### config.mk
export PLATFORM = sky130hd
export DESIGN_NAME = periph_obi_reg_bridge
export DESIGN_NICKNAME = d
export VERILOG_FILES = /design/src/rtl/periph_obi_reg_bridge.sv
export SDC_FILE = /design/constraint.sdc
export NUM_CORES = 1
export LEC_CHECK = 0
export ABC_AREA = 1
export CAP_MARGIN = 10
export CELL_PAD_IN_SITES_DETAIL_PLACEMENT = 0
export CELL_PAD_IN_SITES_GLOBAL_PLACEMENT = 1
export CORE_AREA = 4 4 174 176
export DETAILED_ROUTE_END_ITERATION = 6
export DIE_AREA = 0 0 178 180
export GPL_TIMING_DRIVEN = 0
export PLACE_DENSITY_LB_ADDON = 0.1
export SLEW_MARGIN = 20
export SYNTH_ARGS = -nofsm -noshare
export SYNTH_HDL_FRONTEND = slang
export SYNTH_SLANG_ARGS = --single-unit
### constraint.sdc
create_clock -name clk_i -period 1.7 [get_ports clk_i]
set_clock_uncertainty 0.1 [all_clocks]
set_input_delay 0.34 -clock clk_i [delete_from_list [all_inputs] [get_ports clk_i]]
set_output_delay 0.34 -clock clk_i [all_outputs]
set_load 0.05 [all_outputs]
### src/rtl/periph_obi_reg_bridge.sv
`default_nettype none
// ============================================================================
// periph_obi_reg_bridge
//   OBI slave to NumPorts register-interface peripherals: request FIFO,
//   address decode, one access in flight, unmapped and timeout errors.
// Revision: 1.0
// ============================================================================
module periph_obi_reg_bridge #(
    parameter int unsigned NumPorts      = 8,
    parameter int unsigned FifoDepth     = 2,
    parameter int unsigned TimeoutCycles = 256,
    parameter logic [NumPorts-1:0][31:0] PortBase = '0,
    parameter logic [NumPorts-1:0][31:0] PortEnd  = '0
) (
    input  logic                   clk_i,
    input  logic                   rst_ni,
    input  logic                   obi_req_i,
    output logic                   obi_gnt_o,
    input  logic [31:0]            obi_addr_i,
    input  logic                   obi_we_i,
    input  logic [3:0]             obi_be_i,
    input  logic [31:0]            obi_wdata_i,
    output logic                   obi_rvalid_o,
    output logic [31:0]            obi_rdata_o,
    output logic                   obi_err_o,
    output logic [NumPorts-1:0]    reg_valid_o,
    output logic                   reg_write_o,
    output logic [31:0]            reg_addr_o,
    output logic [31:0]            reg_wdata_o,
    output logic [3:0]             reg_wstrb_o,
    input  logic [NumPorts-1:0]    reg_ready_i,
    input  logic [NumPorts*32-1:0] reg_rdata_i,
    input  logic [NumPorts-1:0]    reg_error_i,
    output logic                   timeout_o
);

    localparam int unsigned PTR_W = (FifoDepth > 1) ? $clog2(FifoDepth) : 1;
    localparam int unsigned CNT_W = $clog2(FifoDepth + 1);
    localparam int unsigned IDX_W = (NumPorts > 1) ? $clog2(NumPorts) : 1;
    localparam logic [PTR_W-1:0] PTR_LAST     = PTR_W'(FifoDepth - 1);
    localparam logic [PTR_W-1:0] PTR_ONE      = PTR_W'(1);
    localparam logic [CNT_W-1:0] CNT_FULL     = CNT_W'(FifoDepth);
    localparam logic [CNT_W-1:0] CNT_ONE      = CNT_W'(1);
    localparam logic [15:0]      TIMEOUT_LAST = 16'(TimeoutCycles - 1);

    typedef enum logic [1:0] {
        IDLE   = 2'd0,
        ACCESS = 2'd1,
        RESP   = 2'd2
    } state_e;

    state_e            state_q, state_d;
    logic [68:0]       fifo_mem_q [FifoDepth];
    logic [PTR_W-1:0]  wr_ptr_q, wr_ptr_d, rd_ptr_q, rd_ptr_d;
    logic [CNT_W-1:0]  count_q, count_d;
    logic [IDX_W-1:0]  idx_q, idx_d;
    logic [31:0]       addr_q, addr_d, wdata_q, wdata_d, rdata_q, rdata_d;
    logic [3:0]        wstrb_q, wstrb_d;
    logic              write_q, write_d, err_q, err_d, timeout_q, timeout_d;
    logic [15:0]       wait_q, wait_d;

    logic              push, pop, hit;
    logic [IDX_W-1:0]  hit_idx;
    logic [68:0]       head;
    logic [31:0]       port_rdata [NumPorts];

    for (genvar g = 0; g < NumPorts; g++) begin : g_port_rdata
        assign port_rdata[g] = reg_rdata_i[32*g +: 32];
    end

    assign obi_gnt_o = (count_q != CNT_FULL);
    assign push      = obi_req_i && obi_gnt_o;
    assign pop       = (state_q == RESP);
    assign head      = fifo_mem_q[rd_ptr_q];

    // Descending scan so the lowest matching port is the one left standing.
    always_comb begin
        hit     = 1'b0;
        hit_idx = '0;
        for (int p = NumPorts - 1; p >= 0; p--) begin
            if ((head[68:37] >= PortBase[p]) && (head[68:37] < PortEnd[p])) begin
                hit     = 1'b1;
                hit_idx = IDX_W'(p);
            end
        end
    end

    always_comb begin
        wr_ptr_d = wr_ptr_q;
        rd_ptr_d = rd_ptr_q;
        count_d  = count_q;
        if (push) wr_ptr_d = (wr_ptr_q == PTR_LAST) ? '0 : wr_ptr_q + PTR_ONE;
        if (pop)  rd_ptr_d = (rd_ptr_q == PTR_LAST) ? '0 : rd_ptr_q + PTR_ONE;
        if (push && !pop)      count_d = count_q + CNT_ONE;
        else if (!push && pop) count_d = count_q - CNT_ONE;
    end

    always_comb begin
        state_d   = state_q;
        idx_d     = idx_q;
        addr_d    = addr_q;
        write_d   = write_q;
        wstrb_d   = wstrb_q;
        wdata_d   = wdata_q;
        wait_d    = wait_q;
        rdata_d   = rdata_q;
        err_d     = err_q;
        timeout_d = 1'b0;
        case (state_q)
            IDLE: begin
                if (count_q != '0) begin
                    if (hit) begin
                        idx_d   = hit_idx;
                        addr_d  = head[68:37];
                        write_d = head[36];
                        wstrb_d = head[35:32];
                        wdata_d = head[31:0];
                        wait_d  = '0;
                        state_d = ACCESS;
                    end else begin
                        rdata_d = '0;
                        err_d   = 1'b1;
                        state_d = RESP;
                    end
                end
            end
            ACCESS: begin
                // A ready arriving on the last allowed cycle beats the timeout.
                if (reg_ready_i[idx_q]) begin
                    rdata_d = write_q ? '0 : port_rdata[idx_q];
                    err_d   = reg_error_i[idx_q];
                    state_d = RESP;
                end else if (wait_q == TIMEOUT_LAST) begin
                    rdata_d   = '0;
                    err_d     = 1'b1;
                    timeout_d = 1'b1;
                    state_d   = RESP;
                end else if (wait_q != 16'hFFFF) begin
                    wait_d = wait_q + 16'd1;
                end
            end
            RESP:    state_d = IDLE;
            default: state_d = IDLE;
        endcase
    end

    always_ff @(posedge clk_i or negedge rst_ni) begin
        if (!rst_ni) begin
            for (int i = 0; i < FifoDepth; i++) fifo_mem_q[i] <= '0;
            state_q   <= IDLE;
            wr_ptr_q  <= '0;
            rd_ptr_q  <= '0;
            count_q   <= '0;
            idx_q     <= '0;
            addr_q    <= '0;
            write_q   <= 1'b0;
            wstrb_q   <= '0;
            wdata_q   <= '0;
            wait_q    <= '0;
            rdata_q   <= '0;
            err_q     <= 1'b0;
            timeout_q <= 1'b0;
        end else begin
            if (push) fifo_mem_q[wr_ptr_q] <= {obi_addr_i, obi_we_i, obi_be_i, obi_wdata_i};
            state_q   <= state_d;
            wr_ptr_q  <= wr_ptr_d;
            rd_ptr_q  <= rd_ptr_d;
            count_q   <= count_d;
            idx_q     <= idx_d;
            addr_q    <= addr_d;
            write_q   <= write_d;
            wstrb_q   <= wstrb_d;
            wdata_q   <= wdata_d;
            wait_q    <= wait_d;
            rdata_q   <= rdata_d;
            err_q     <= err_d;
            timeout_q <= timeout_d;
        end
    end

    always_comb begin
        reg_valid_o = '0;
        if (state_q == ACCESS) reg_valid_o[idx_q] = 1'b1;
    end

    assign reg_write_o  = write_q;
    assign reg_addr_o   = addr_q;
    assign reg_wdata_o  = wdata_q;
    assign reg_wstrb_o  = wstrb_q;
    assign obi_rvalid_o = (state_q == RESP);
    assign obi_rdata_o  = obi_rvalid_o ? rdata_q : '0;
    assign obi_err_o    = obi_rvalid_o ? err_q : 1'b0;
    assign timeout_o    = timeout_q;

endmodule
`default_nettype wire

==> flow_metrics.env <==
export IMPL_status="finished, final reports clean"
export IMPL_p_seq_share_pct=10.4
export IMPL_start_kind="register"
export IMPL_grt_start_max_net_pins=6
export IMPL_power_per_cell_area_nw_per_um2=809
export IMPL_core_um2=28600
export IMPL_fin_cells=640
export IMPL_syn_inst=139
export IMPL_final_nets=603
export IMPL_area_growth_synth_to_final_pct=97.7
export IMPL_cts_sinks=4
export IMPL_p_leak_nw=1.14
export IMPL_num_io_pins=457
export IMPL_max_vdd_ir_drop_mv=0.234
export IMPL_reg2reg_to="count_q[1]"
export IMPL_min_period_ns=1.63
export IMPL_wl_per_cell_um=3.28
export IMPL_cts_root_buffer="clkbuf_16"
export IMPL_cts_tree="built"
export IMPL_track_usage_pct=1.11
export IMPL_grt_pass1_vias=596
export IMPL_cts_made_buffers=3
export IMPL_dr_total_vias=791
export IMPL_p_sw_mw=0.936
export IMPL_power_mw=1.66
export IMPL_grt_pass1_wl_um=2780
export IMPL_netlist_area_um2=1040
export IMPL_p_int_mw=0.724
export IMPL_remaining_drc_errors=0
export IMPL_port_buffer_count=5
export IMPL_nFillCells=3402
export IMPL_antenna_cells=0
export IMPL_maxCapViolCount=0
export IMPL_antenna_found_initial=0
export IMPL_end_kind="output port"
export IMPL_tightest_slew_ns=0.522
export IMPL_fmax_mhz=613
export IMPL_hpwl_um=2070
export IMPL_comb_power_share_pct=68.0
export IMPL_dp_cells=637
export IMPL_dp_slack_ns=-0.119
export IMPL_ys_seq_elements=4
export IMPL_cts_max_path_buffers=2
export IMPL_path_clk_slew_ns=0.03
export IMPL_drive_gt1_share_pct=44.5
export IMPL_ys_seq_area_share_pct=9.64
export IMPL_overflow=0
export IMPL_min_path_type="primary input to async pin"
export IMPL_fp_dieH_um=180
export IMPL_num_rows=62
export IMPL_rsz0062_at_grt="false"
export IMPL_place_congestion=0.568
export IMPL_layout_common_cells="buf_4, conb_1, nand2_1"
export IMPL_synth_cell_type_count=10
export IMPL_drt_iter0_markers=16
export IMPL_dr_wl_met3_um=473
export IMPL_die_w_um=178
export IMPL_fin_area_um2=2050
export IMPL_reg2reg_slack_ns=0.27
export IMPL_dr_wl_met2_um=874
export IMPL_finalHoldViolCount=0
export IMPL_slew_viol_final=0
export IMPL_critPathMaxFanout=3
export IMPL_via_per_inst=1.24
export IMPL_reg2regPathDepth=8
export IMPL_insertion_delay_ns=0.22
export IMPL_fin_crit_sh_pct=96.0
export IMPL_start_util_pct=3.63
export IMPL_routed_top_layer="met4"
export IMPL_arrival_ns=1.19
export IMPL_p_sw_share_pct=56.4
export IMPL_yosysWarnings=0
export IMPL_r2r_start="count_q[0]"
export IMPL_firstDrtPassIters=2
export IMPL_clkPwrFrac_pct=21.6
export IMPL_timing_hold_ws_ns=0.239
export IMPL_cts_htree_levels=1
export IMPL_dieArea_um2=32000
export IMPL_setup_slack_ns=0.0682
export IMPL_crit_type="register to output port"
export IMPL_setup_viol=0
export IMPL_wl_met1_um=740
export IMPL_postPlaceCellArea_um2=1980
export IMPL_hold_buffers=0
export IMPL_routed_wl_um=2100
export IMPL_synth_avg_cell_area_um2=7.47
export IMPL_maxSlewHeadroom_pct=65.4
export IMPL_required_ns=1.26
export IMPL_detail_route_antenna_nets=0
## cell usage after synthesis (all sizes together)
master    n  area share [%]
nand2    11             4.0
or2       1            0.60
conb      1            0.36
ha        1             1.2
inv       7             2.5
dfrtp     4             9.6
nand3     2            0.96
buf     110              80
o21ai     1            0.48
a21boi    1            0.72
## critical path, cell delays in order (launching register included)
cell	delay (ns)
dfrtp_1	0.36
nand2_1	0.06
inv_1	0.05
clkdlybuf4s15_1	0.51
## worst max path at each step
stage               slack, ns        from  cells after the start         end
floorplan                0.19  state_q[1]                      7  count_q[1]
finish                   0.07  state_q[1]                      3   obi_err_o
detailed placement      -0.12  count_q[0]                      3   obi_gnt_o
CTS                      0.03  state_q[1]                      3   obi_err_o
global placement        -0.13  count_q[0]                      3   obi_gnt_o
global route             0.02  state_q[1]                      3   obi_err_o
## registers in the layout, summed over array words and instances (netlist names)
| name | cells |
|---|---|
| err_q | 1 |
| count_q | 2 |
| state_q | 1 |
## logic make-up after synthesis
kind of cell	count (synthesis)	synth area share, %
AO/OA/AOI/OAI	2	1.20
adder cells (fa/ha/maj)	1	1.20
buffers and inverters	117	82.0
flip-flops	4	9.64
other	1	0.361
AND/OR/NAND/NOR	14	5.54
## area by class of cell
type	instances	area, um2	share of cell area, %
well taps	384	480	23.4
repair buffers	5	50.0	2.44
plain buffers	110	826	40.2
clock buffers	3	75.1	3.66
multi-input cells	127	495	24.1
flip-flops and latches	4	100	4.88
inverters	7	26.3	1.28
## power groups by stage
stage               registers (mW)  clock network, mW  logic, mW
finish                       0.173              0.358       1.13
global route                 0.182              0.376       1.20
CTS                          0.174              0.367       1.11
detailed placement           0.176                  0       1.13
global placement             0.180                  0       1.15
floorplan                    0.206                  0      0.974
## what timing repair did
item | in CTS | in global routing
setup endpoints to repair | 3 | 1
buffers inserted | 0 | 0
resized for setup | 5 | 1
## metrics by stage
stage | TNS, ns | util [%]
after floorplan | 0 | -
after global placement | -0.252 | 6.91
after detailed placement | -0.191 | 6.91
after CTS | 0 | 7.17
after global routing | 0 | 7.17
final | 0 | 7.17
## metal layers
layer,GRT usage [%],vias up
met5,0,-
met4,0.371,0
met3,1.11,2
met2,1.49,69
met1,1.18,290
li1,-,430
Note: power is estimated with default switching activity, not from simulation.
